## config.mk

```make
export PLATFORM = sky130hd
export DESIGN_NAME = fetch_unit
export DESIGN_NICKNAME = d
export VERILOG_FILES = /design/src/rtl/fetch_pkg.sv /design/src/rtl/fetch_fifo.sv /design/src/rtl/fetch_unit.sv
export SDC_FILE = /design/constraint.sdc
export NUM_CORES = 1
export LEC_CHECK = 0
export ABC_CLOCK_PERIOD_IN_PS = 8490
export BUFFER_PORTS_ARGS = -buffer_cell sky130_fd_sc_hd__buf_2
export CORE_ASPECT_RATIO = 0.5
export CORE_UTILIZATION = 30
export DETAILED_ROUTE_END_ITERATION = 8
export HOLD_SLACK_MARGIN = 0.06
export PLACE_DENSITY = 0.44
export SYNTH_ARGS = -nofsm -noshare
export SYNTH_HDL_FRONTEND = slang
export SYNTH_SLANG_ARGS = --single-unit
```

## constraint.sdc

```tcl
create_clock -name CLK -period 8.49 [get_ports CLK]
set_input_delay 2.1225 -clock CLK [delete_from_list [all_inputs] [get_ports CLK]]
set_output_delay 2.1225 -clock CLK [all_outputs]
set_load 0.05 [all_outputs]
```

## src/rtl/fetch_pkg.sv

```systemverilog
// fetch_pkg: shared types and constants for the fetch stage.
// Holds the FSM state encoding, the buffered entry layout and the PC step.
package fetch_pkg;

  localparam int FETCH_INSTR_W = 32;
  localparam logic [31:0] FETCH_STEP = 32'd4;

  typedef enum logic [1:0] {
    BOOT  = 2'd0,
    FETCH = 2'd1,
    FLUSH = 2'd2
  } fetch_state_t;

  typedef struct packed {
    logic [31:0]              pc;
    logic [FETCH_INSTR_W-1:0] instr;
  } fetch_entry_t;

  // Redirect targets are word aligned; the low two bits are simply dropped.
  function automatic logic [31:0] alignPc(input logic [31:0] pc);
    return {pc[31:2], 2'b00};
  endfunction

endpackage

```

## src/rtl/fetch_fifo.sv

```systemverilog
// fetch_fifo: small circular instruction buffer between icache and decode.
// DEPTH must be a power of two (>= 2) so the pointers wrap naturally.
// A flush empties the buffer and takes priority over push and pop.
module fetch_fifo
  import fetch_pkg::*;
#(
  parameter int  DEPTH   = 4,
  parameter type entry_t = fetch_entry_t
) (
  input  logic                   CLK,
  input  logic                   RSTN,
  input  logic                   push,
  input  logic                   pop,
  input  logic                   flush,
  input  entry_t                 wdata,
  output entry_t                 rdata,
  output logic [$clog2(DEPTH):0] count,
  output logic                   full,
  output logic                   empty
);

  localparam int              PW       = $clog2(DEPTH);
  localparam logic [PW:0]     CNT_ONE  = (PW+1)'(1);
  localparam logic [PW:0]     CNT_FULL = (PW+1)'(DEPTH);
  localparam logic [PW-1:0]   PTR_ONE  = PW'(1);

  entry_t        r_mem [DEPTH];
  logic [PW-1:0] r_rdPtr;
  logic [PW-1:0] r_wrPtr;
  logic [PW:0]   r_count;

  logic w_pop;
  logic w_push;

  assign full  = (r_count == CNT_FULL);
  assign empty = (r_count == '0);
  assign count = r_count;
  assign rdata = r_mem[r_rdPtr];

  // A pop on an empty buffer is meaningless; a push into a full one needs a pop.
  assign w_pop  = pop && !empty;
  assign w_push = push && (!full || w_pop);

  // Storage write; contents need no reset because count gates visibility.
  always_ff @(posedge CLK) begin
    if (w_push && !flush) begin
      r_mem[r_wrPtr] <= wdata;
    end
  end

  // Pointer and occupancy bookkeeping with synchronous active-low reset.
  always_ff @(posedge CLK) begin
    if (!RSTN || flush) begin
      r_rdPtr <= '0;
      r_wrPtr <= '0;
      r_count <= '0;
    end else begin
      if (w_push) begin
        r_wrPtr <= r_wrPtr + PTR_ONE;
      end
      if (w_pop) begin
        r_rdPtr <= r_rdPtr + PTR_ONE;
      end
      case ({w_push, w_pop})
        2'b10:   r_count <= r_count + CNT_ONE;
        2'b01:   r_count <= r_count - CNT_ONE;
        default: r_count <= r_count;
      endcase
    end
  end

endmodule

```

## src/rtl/fetch_unit.sv

```systemverilog
// fetch_unit: PC generation and instruction buffering ahead of decode.
// Drives the icache address from the pc register, buffers returned
// instructions with their PCs, and restarts fetch on execute redirects.
// Optional macro FETCH_BYPASS_EN forwards an icache return straight to
// decode when the buffer is empty, saving one cycle of latency.
module fetch_unit
  import fetch_pkg::*;
#(
  parameter logic [31:0] RESET_VECTOR = 32'h0000_0000,
  parameter int          INSTR_SIZE   = 32,
  parameter int          DEPTH        = 4
) (
  input  logic                  CLK,
  input  logic                  RSTN,
  output logic [31:0]           IP,
  input  logic [INSTR_SIZE-1:0] IC_INSTR,
  input  logic                  IC_VALID,
  input  logic                  REDIRECT,
  input  logic [31:0]           REDIRECT_PC,
  output logic                  DEC_VALID,
  input  logic                  DEC_READY,
  output logic [INSTR_SIZE-1:0] DEC_INSTR,
  output logic [31:0]           DEC_PC,
  output logic                  ERR_MISALIGN
);

  // Width-parameterised form of fetch_entry_t so INSTR_SIZE can follow the icache.
  typedef struct packed {
    logic [31:0]           pc;
    logic [INSTR_SIZE-1:0] instr;
  } entry_t;

  localparam int PW = $clog2(DEPTH);

  fetch_state_t r_state;
  fetch_state_t w_nextState;
  logic [31:0]  r_pc;
  logic         r_errMisalign;

  entry_t       w_wdata;
  entry_t       w_rdata;
  logic [PW:0]  w_count;
  logic         w_full;
  logic         w_empty;

  logic         w_headValid;
  logic         w_icFire;
  logic         w_accept;
  logic         w_fifoPush;
  logic         w_fifoPop;
  logic         w_bypass;

  assign IP           = r_pc;
  assign ERR_MISALIGN = r_errMisalign;

  // An icache return is only usable in FETCH and never alongside a redirect.
  assign w_icFire    = (r_state == FETCH) && IC_VALID && !REDIRECT;
  assign w_headValid = (w_count != '0);
  assign w_fifoPop   = w_headValid && DEC_READY;
  assign w_accept    = w_icFire && (!w_full || w_fifoPop);
  assign w_wdata     = '{pc: r_pc, instr: IC_INSTR};

`ifdef FETCH_BYPASS_EN
  assign w_bypass   = w_empty && w_icFire;
  assign w_fifoPush = w_accept && !(w_bypass && DEC_READY);
  assign DEC_VALID  = w_headValid || w_bypass;
  assign DEC_INSTR  = w_bypass ? IC_INSTR : (w_empty ? '0 : w_rdata.instr);
  assign DEC_PC     = w_bypass ? r_pc     : (w_empty ? '0 : w_rdata.pc);
`else
  assign w_bypass   = 1'b0;
  assign w_fifoPush = w_accept && !w_bypass;
  assign DEC_VALID  = w_headValid;
  assign DEC_INSTR  = w_empty ? '0 : w_rdata.instr;
  assign DEC_PC     = w_empty ? '0 : w_rdata.pc;
`endif

  fetch_fifo #(
    .DEPTH   (DEPTH),
    .entry_t (entry_t)
  ) u_fifo (
    .CLK   (CLK),
    .RSTN  (RSTN),
    .push  (w_fifoPush),
    .pop   (w_fifoPop),
    .flush (REDIRECT),
    .wdata (w_wdata),
    .rdata (w_rdata),
    .count (w_count),
    .full  (w_full),
    .empty (w_empty)
  );

  // FSM state register.
  always_ff @(posedge CLK) begin
    if (!RSTN) begin
      r_state <= BOOT;
    end else begin
      r_state <= w_nextState;
    end
  end

  // Next-state logic: a redirect always (re)enters FLUSH with the newest target.
  always_comb begin
    w_nextState = r_state;
    if (REDIRECT) begin
      w_nextState = FLUSH;
    end else begin
      case (r_state)
        BOOT:    w_nextState = FETCH;
        FLUSH:   w_nextState = FETCH;
        FETCH:   w_nextState = FETCH;
        default: w_nextState = BOOT;
      endcase
    end
  end

  // Fetch PC: redirect wins, otherwise advance by one word per accepted return.
  always_ff @(posedge CLK) begin
    if (!RSTN) begin
      r_pc <= RESET_VECTOR;
    end else if (REDIRECT) begin
      r_pc <= alignPc(REDIRECT_PC);
    end else if (w_accept) begin
      r_pc <= r_pc + FETCH_STEP;
    end
  end

  // Misalignment flag pulses for one cycle after an unaligned redirect target.
  always_ff @(posedge CLK) begin
    if (!RSTN) begin
      r_errMisalign <= 1'b0;
    end else begin
      r_errMisalign <= REDIRECT && (REDIRECT_PC[1:0] != 2'b00);
    end
  end

endmodule

```

* Word level (Yosys, flattened, before mapping)
Memories as Yosys holds them, arrays and structs flattened. A register that Yosys moved wholly into a read port is not among the register bits.
Cells that the tools add are included.
Widths: inputs -> output; s select.
** Cells by class
- Equality and inequality tests :: 5
- Add/subtract/negate cells :: 5
- Reduce and logical (&&, ||, !) cells :: 23
- Multiplexer cells :: 11
- Bitwise operators :: 1
** Operator list (number)
- $mux 32 :: 4
- $add 32x3->32 const B :: 1
- $logic_and 1x1->1 :: 8
- $mux 2 :: 3
- $pmux 3 s2 :: 1
- $reduce_bool 2->1 :: 3
- $add 2x1->2 const B :: 2
- $eq 2x1->1 const B :: 2
- $eq 2x2->1 const B :: 2
- $logic_not 1->1 :: 4
- $add 3x1->3 const B :: 1
- $eq 3x3->1 const B :: 1
- $logic_not 3->1 :: 1
- $logic_or 1x1->1 :: 3
- $mux 1 :: 3
- $reduce_bool 3->1 :: 1
- $reduce_or 3->1 :: 1
- $sub 3x1->3 const B :: 1
- $logic_not 2->1 :: 1
- $reduce_or 2->1 :: 1
- $not 1->1 :: 1
** Word-level totals
- Memory bits (writable) :: 256
- Output and inout bits :: 98
- Word-level logic and storage cells :: 54
- Register bits after elaboration :: 42
- Memories :: 1
** Memory list
- u_fifo.r_mem :: depth 4, bits a word 64, rd ports 1, clocked after memory_dff 1, wr ports 1, line fetch_fifo.sv:27 : entry_t r_mem [DEPTH];

* Logic depth before layout (Yosys ltp)
Gate-level depths: netlist of run 1.
- Word-level depth :: 8
- Depth in mapped cells :: 9

* By module
A second synthesis of run 1 with hierarchy kept.
** Unflattened totals
- Cell total of the unflattened synthesis :: 712
- Area total of the unflattened synthesis :: 12096.6 sq um
** Modules (own cells, without submodules)
- fetch_fifo :: cells an instance 404, seq. area each 7867.5 sq um, times used 1, area each 9830.7 sq um
- fetch_unit :: cells an instance 308, seq. area each 660.6 sq um, times used 1, area each 2265.9 sq um

* Worst setup path after synthesis of run 1
Ideal clock, no wire load.
- Path kind :: input to register
- From :: input port REDIRECT
- To :: memory u_fifo.r_mem[0][0] in the netlist's numbering, enable pin
- Setup time :: 0.426 ns
- Stages :: 3
- Arrival :: 4.155 ns
- Slack :: 3.909 ns
- Required time :: 8.064 ns
- Cell sequence :: nand4bb_1 -> nor2_1 -> and2_1
** Between the ends
- Word-level cells in the longest chain between the ends :: 7
** Ends and longest elaborated chain
- start: declaration :: line fetch_unit.sv:18 : input logic REDIRECT,
- $logic_not 1->1 * :: line fetch_fifo.sv:46, fetch_unit.sv:57
- $logic_and 1x1->1 :: line fetch_unit.sv:57 : assign w_icFire = (r_state == FETCH) && IC_VALID && !REDIRECT;
- $logic_and 1x1->1 :: line fetch_unit.sv:60 : assign w_accept = w_icFire && (!w_full || w_fifoPop);
- $logic_and 1x1->1 :: line fetch_fifo.sv:42 : assign w_push = push && (!full || w_pop);
- $logic_and 1x1->1 * :: line fetch_fifo.sv:46 : if (w_push && !flush) begin
- $mux 1 * :: line fetch_fifo.sv:46
- $mux 1 (not written as such) * :: line fetch_fifo.sv:47 : r_mem[r_wrPtr] <= wdata;
- end: declaration :: line fetch_fifo.sv:27
Every way passes the cells marked *; elsewhere a longest branch is shown, timed or not.

==> impl_metrics.env, run 1 <==
export IMPL_place_area_um2=13200
export IMPL_final_cell_area_um2=14100
export IMPL_antenna_found_initial=2
export IMPL_critPathLaunchType="register"
export IMPL_synth_seq_area_share=0.702
export IMPL_htreeDepth=1
export IMPL_hpwl_mm=17.4
export IMPL_initial_core_util=0.310
export IMPL_fillers=3613
export IMPL_hold_violations=0
export IMPL_seqCellArea_um2=8300
export IMPL_max_clock_path_buffers=3
export IMPL_routed_wl_mm=28.8
export IMPL_ctsRootBufferMaster="clkbuf_16"
export IMPL_die_area_um2=40200
export IMPL_min_period_over_period=0.611
export IMPL_synth_cell_type_count=57
export IMPL_ys_warn_count=0
export IMPL_fin_crit_ns=5.18
export IMPL_synthArstFlopShare=0
export IMPL_core_area_um2=38100
export IMPL_nets=932
export IMPL_yosys_top_cells_count="edfxtp_1, and2_1, mux4_2"
export IMPL_synth_area_per_cell_um2=17.0
export IMPL_route_detailed_drc=0
export IMPL_synth_edf_count=248
export IMPL_endpoint_kind="output pin"
export IMPL_cts_buffers=28
export IMPL_grt_use_total=0.144
export IMPL_yosys_top_cells_area="edfxtp_1, mux4_2, dfxtp_1"
export IMPL_vias=6723
export IMPL_postRouteAntennaNets=0
export IMPL_path_delay_family="buffers and inverters"
export IMPL_clock_sinks=290
export IMPL_synth_top_area_cell="edfxtp_1"
export IMPL_drt_initial_drc_count=361
export IMPL_grt_overflow=0
export IMPL_clk_latency_ns=0.55
export IMPL_crit_fanout=35
export IMPL_synth_flop_cell="edfxtp_1"
export IMPL_cp_cell_sequence="buf_4, mux4_2, and2_1, buf_2"
export IMPL_critical_path_slowest_cell="dfxtp_4"
export IMPL_yosys_cell_count_top_type="edfxtp_1"
export IMPL_maxSlewViolCount=0
export IMPL_cp_arrival_ns=3.06
export IMPL_relSlewSlack=0.318
export IMPL_path_buf_inv=2
export IMPL_fin_tns_setup_ns=0
export IMPL_drt_first_pass_iters=4
export IMPL_skew_ns=0.0124
export IMPL_synth_seq_cells=290
export IMPL_max_stage_delay_ns=0.75
export IMPL_hp_class="reg -> reg"
export IMPL_synth_cells=693
export IMPL_grt_max_degree=64
export IMPL_powerDensity_nw_per_um2=211
export IMPL_crit_required_ns=6.37
export IMPL_fin_cells=1396
export IMPL_die_w_um=283
export IMPL_grt_pass1_vias=7129
export IMPL_place_gp_congestion=0.733
export IMPL_netlist_area_um2=11800
export IMPL_total_leakage_power_nw=4.78
export IMPL_fmax_ghz=0.193
export IMPL_via_per_inst=4.82
export IMPL_grt_setup_unrepaired="false"
export IMPL_status="finished, final reports clean"
export IMPL_rows=50
export IMPL_avgRoutedWirePerCell_um=20.7
export IMPL_drive_above_1_share=0.335
export IMPL_grt_pass1_wl_mm=43.4
export IMPL_multi_input_area_um2=3300
export IMPL_critPathKind="reg -> out"
export IMPL_io_pins=167
export IMPL_ctsResizeCount=0
export IMPL_synthToLayoutAreaGrowth_pct=19.2
export IMPL_drv_cap=0
export IMPL_place_inst=1346
export IMPL_port_buffer_count=162
export IMPL_cts_hold_fix_buffers=0
export IMPL_clkTransAtPathRegs_ns=0.07
export IMPL_yosysTopAreaCellShare=0.631
export IMPL_cts_setup_buffers=0
export IMPL_ir_drop_mv=0.132
export IMPL_max_slew_worst_pin_slew_ns=1.02
export IMPL_tritoncts="done"
export IMPL_setup_violations=0
export IMPL_die_h_um=142
==> logic make-up (layout without fill, tap and decap cells) <==
kind of cell | count (synthesis) | count (layout) | synth area share
flip-flops | 290 | 290 | 0.702
AND/OR/NAND/NOR | 200 | 200 | 0.101
buffers and inverters | 51 | 230 | 0.0198
AO/OA/AOI/OAI | 69 | 69 | 0.0406
multiplexers | 63 | 63 | 0.119
XOR/XNOR | 12 | 12 | 0.00890
adder cells (fa/ha/maj) | 7 | 7 | 0.00806
other | 1 | 5 | 0.000318
==> layout by cell type, fill, tap and decap left out, types with 7 or more instances in the layout <==
cell type	n
nor2_1	25
clkbuf_16	29
o21ai_0	15
nand2_1	18
inv_1	11
or4_1	8
nand3_1	16
a21oi_1	9
xnor2_1	7
nor3_1	10
a31oi_1	9
nor4_1	7
nand4_1	11
mux4_2	62
buf_2	162
edfxtp_1	248
buf_4	8
dfxtp_1	40
o211ai_1	10
and2_1	68
==> sequential cells by signal, indices dropped and copies added, names as in the netlist, named ones only <==
name / flops
ERR_MISALIGN: 1
u_fifo.r_rdPtr: 2
u_fifo.r_mem: 248
r_state: 2
IP: 30
u_fifo.r_wrPtr: 2
u_fifo.count: 3
==> final timing paths <==
kind / from / to / slack [ns] / depth (start not counted)
setup / recovery: register / DEC_INSTR[18] / 3.31 / 4
hold / removal: r_state[1] / r_state[0] / 0.46 / 1
setup reg to reg: u_fifo.count[0] / u_fifo.count[2] / 5.44 / 9
hold reg to reg: r_state[1] / r_state[0] / 0.46 / 1
==> layout make-up <==
class / instances / share of cell area
antenna: 1 / 0.000178
tap: 520 / 0.0463
clock buffer: 31 / 0.0521
sequential: 290 / 0.590
inverter: 11 / 0.00294
clock inverter: 18 / 0.0119
multi-input combinational: 355 / 0.235
timing repair buffer: 170 / 0.0619
==> worst reg2reg max path, stage by stage, from the launching register on <==
cell and delay, ns:
dfxtp_1 0.35, nor4b_2 0.90, nor2_1 0.38, inv_1 0.14, ha_1 0.20, inv_1 0.06, fa_1 0.37, xor2_1 0.15
or3_1 0.30, a21oi_1 0.13
==> stage by stage <==
stage	total power (W)	hold slack, ns	setup WS, ns	util
after floorplan	0.00170	0.433	3.91	-
after global placement	0.00176	0.452	3.58	0.345
after detailed placement	0.00176	0.452	3.56	0.345
after CTS	0.00301	0.462	3.16	0.369
after global routing	0.00308	0.486	3.04	0.369
final	0.00297	0.463	3.31	0.369
==> metal layers <==
| layer | track usage | vias to the layer above | part of all wire |
|---|---|---|---|
| li1 | - | 3081 | - |
| met3 | 0.0248 | 32 | 0.030 |
| met5 | 0 | - | 0.00028 |
| met4 | 0.0327 | 2 | 0.017 |
| met2 | 0.260 | 99 | 0.52 |
| met1 | 0.181 | 3509 | 0.43 |
==> power breakdown <==
group          leakage (nW)  internal, W  switching (W)
clock network         0.432     0.000709       0.000533
logic                  1.74    0.0000400      0.0000956
registers              2.61      0.00156      0.0000303
No activity file was read; power rests on OpenSTA's default activity.
==> run 2: changes to the inputs <==
--- a/config.mk
+++ b/config.mk
@@ -5,7 +5,8 @@
 export SDC_FILE = /design/constraint.sdc
 export NUM_CORES = 1
 export LEC_CHECK = 0
-export ABC_CLOCK_PERIOD_IN_PS = 8490
+export ABC_AREA = 1
+export ABC_CLOCK_PERIOD_IN_PS = 5200
 export BUFFER_PORTS_ARGS = -buffer_cell sky130_fd_sc_hd__buf_2
 export CORE_ASPECT_RATIO = 0.5
 export CORE_UTILIZATION = 30
==> constraint.sdc (replaced) <==
create_clock -name CLK -period 5.2 [get_ports CLK]
set_input_delay 1.3 -clock CLK [delete_from_list [all_inputs] [get_ports CLK]]
set_output_delay 1.3 -clock CLK [all_outputs]
set_load 0.05 [all_outputs]
==> impl_metrics.env, run 2 <==
export IMPL_antenna_found_initial=1
export IMPL_cts_hold_fix_buffers=0
export IMPL_place_area_um2=13700
export IMPL_switchingPower_w=0.00110
export IMPL_synth_seq_cells=290
export IMPL_drive_above_1_share=0.185
export IMPL_htreeDepth=1
export IMPL_core_area_um2=40500
export IMPL_cp_arrival_ns=3.11
export IMPL_max_clock_path_buffers=3
export IMPL_fmax_ghz=0.227
export IMPL_rows=52
export IMPL_clkTransAtPathRegs_ns=0.07
export IMPL_yosys_cell_count_top_type="nor2_1"
export IMPL_synth_edf_count=248
export IMPL_largest_reg_flops=248
export IMPL_die_w_um=289
export IMPL_ys_warn_count=0
export IMPL_route_detailed_drc=0
export IMPL_grt_setup_unrepaired="false"
export IMPL_hp_class="reg -> reg"
export IMPL_power_share_combinational=0.046
export IMPL_hpwl_mm=20.0
export IMPL_maxSlewViolCount=0
export IMPL_tritoncts="done"
export IMPL_critical_path_slowest_cell="buf_4"
export IMPL_ctsResizeCount=0
export IMPL_ctsRootBufferMaster="clkbuf_16"
export IMPL_netlist_area_um2=12300
export IMPL_fin_tns_setup_ns=0
export IMPL_yosysTopAreaCellShare=0.603
export IMPL_clk_latency_ns=0.56
export IMPL_grt_overflow=0
export IMPL_synthToLayoutAreaGrowth_pct=18.4
export IMPL_grt_max_degree=79
export IMPL_fin_crit_ns=4.41
export IMPL_nets=1417
export IMPL_synth_cells=1196
export IMPL_yosys_top_cells_count="nor2_1, edfxtp_1, nand2_1"
export IMPL_synth_flop_cell="edfxtp_1"
export IMPL_io_pins=167
export IMPL_total_leakage_power_nw=5.46
export IMPL_vias=8877
export IMPL_routed_wl_mm=33.2
export IMPL_postRouteAntennaNets=0
export IMPL_final_cell_mix="nor2_1, edfxtp_1, buf_2"
export IMPL_swShare=0.229
export IMPL_met1_length_mm=15.1
export IMPL_cp_cell_sequence="buf_4, buf_4, nor2_1, nor2_1, o21ai_0, a21oi_1, buf_2"
export IMPL_fin_cells=1904
export IMPL_status="finished, final reports clean"
export IMPL_die_area_um2=42000
export IMPL_reg2reg_slack_ns=2.49
export IMPL_critPathLaunchType="register"
export IMPL_cts_buffers=29
export IMPL_maxUsedRoutingLayer="met5"
export IMPL_avgRoutedWirePerCell_um=17.4
export IMPL_p_int_w=0.00369
export IMPL_max_slew_worst_pin_slew_ns=1.07
export IMPL_largest_register="u_fifo.r_mem"
export IMPL_final_common_cell="nor2_1"
export IMPL_place_gp_congestion=0.789
export IMPL_place_inst=1850
export IMPL_dr_wl_met2_mm=16.3
export IMPL_powerDensity_nw_per_um2=327
export IMPL_drt_first_pass_iters=7
export IMPL_via_per_inst=4.66
export IMPL_p_seq_frac=0.543
export IMPL_dr_wl_met3_mm=1.19
export IMPL_relSlewSlack=0.282
export IMPL_synthArstFlopShare=0
export IMPL_endpoint_kind="output pin"
export IMPL_synth_area_per_cell_um2=10.3
export IMPL_initial_core_util=0.305
export IMPL_cts_setup_buffers=0
export IMPL_antenna_cells=0
export IMPL_grt_use_total=0.158
export IMPL_setup_violations=0
export IMPL_die_h_um=145
export IMPL_ir_drop_mv=0.215
export IMPL_final_cell_area_um2=14600
export IMPL_grt_pass1_vias=8746
export IMPL_port_buffer_count=162
export IMPL_clock_power_share=0.411
export IMPL_max_stage_delay_ns=0.77
export IMPL_skew_ns=0.00931
export IMPL_synth_top_area_cell="edfxtp_1"
export IMPL_grt_pass1_wl_mm=51.0
export IMPL_critPathKind="reg -> out"
export IMPL_crit_fanout=78
export IMPL_drv_cap=0
export IMPL_synth_seq_area_share=0.671
export IMPL_crit_required_ns=3.90
export IMPL_synth_cell_type_count=31
export IMPL_clock_sinks=290
export IMPL_yosys_top_cells_area="edfxtp_1, nor2_1, dfxtp_1"
export IMPL_min_period_over_period=0.847
export IMPL_hold_violations=0
export IMPL_drt_initial_drc_count=579
[run 2: cell types whose count changed after synthesis, moves of 9 or more]
| cell | change |
|---|---|
| o211ai_1 | -9 |
| nor2_1 | +268 |
| buf_2 | +13 |
| nand2_1 | +125 |
| nor3_1 | -10 |
| inv_1 | +53 |
| nand4_1 | -9 |
| and2_1 | -70 |
| a21oi_1 | +79 |
| o21ai_0 | +121 |
| mux4_2 | -62 |
| nand3_1 | +45 |
[run 2: power groups by stage]
stage / Sequential, W / Combinational (W) / Clock, W
finish: 0.00260 / 0.000220 / 0.00197
global route: 0.00260 / 0.000241 / 0.00211
CTS: 0.00260 / 0.000224 / 0.00202
detailed placement: 0.00265 / 0.000224 / 0
global placement: 0.00265 / 0.000221 / 0
floorplan: 0.00267 / 0.0000993 / 0
[run 2: cells by family (layout without fill, tap and decap cells)]
group,Yosys count,in the layout,synth area share
XOR/XNOR,2,2,0.00142
adder cells (fa/ha/maj),7,7,0.00770
buffers and inverters,134,299,0.0455
flip-flops,290,290,0.671
AO/OA/AOI/OAI,236,236,0.0975
AND/OR/NAND/NOR,526,526,0.176
other,1,4,0.000304
[run 2: layout make-up]
cell class / count / area, µm²
Clock buffer: 37 / 756
Clock inverter: 17 / 118
Fill cell: 4054 / 25900
Inverter: 71 / 268
Multi-Input combinational cell: 775 / 3540
Sequential cell: 290 / 8290
Tap cell: 540 / 676
Timing Repair Buffer: 174 / 963
[run 2: stage by stage]
step                total power (W)  utilization  hold slack (ns)  setup WS [ns]
floorplan                   0.00277            -            0.409          0.250
global placement            0.00287        0.340            0.419           1.38
detailed placement          0.00287        0.340            0.424           1.38
CTS                         0.00484        0.361            0.434          0.766
global route                0.00495        0.361            0.476          0.537
finish                      0.00478        0.361            0.436          0.795
[run 2: final timing paths]
path                                 startpoint         endpoint  cells after the start
worst min-delay path                 r_state[1]       r_state[0]                      1
worst max register to register  u_fifo.count[0]  u_fifo.count[1]                     10
worst max-delay path                   register    DEC_INSTR[11]                      7
worst min register to register       r_state[1]       r_state[0]                      1
[run 2: worst max-delay path: cells and delay by family (launching register included)]
family | cells | cell delay, ns
DFF | 1 | 0.35
and+or+nand+nor | 2 | 0.22
AOI/OAI and AO/OA | 2 | 0.39
buffers and inverters | 3 | 1.55
[run 2: layer usage]
| layer | global-route usage | vias to the layer above |
|---|---|---|
| met5 | 0 | - |
| met4 | 0.0371 | 2 |
| li1 | - | 4356 |
| met3 | 0.0252 | 48 |
| met2 | 0.269 | 157 |
| met1 | 0.211 | 4314 |
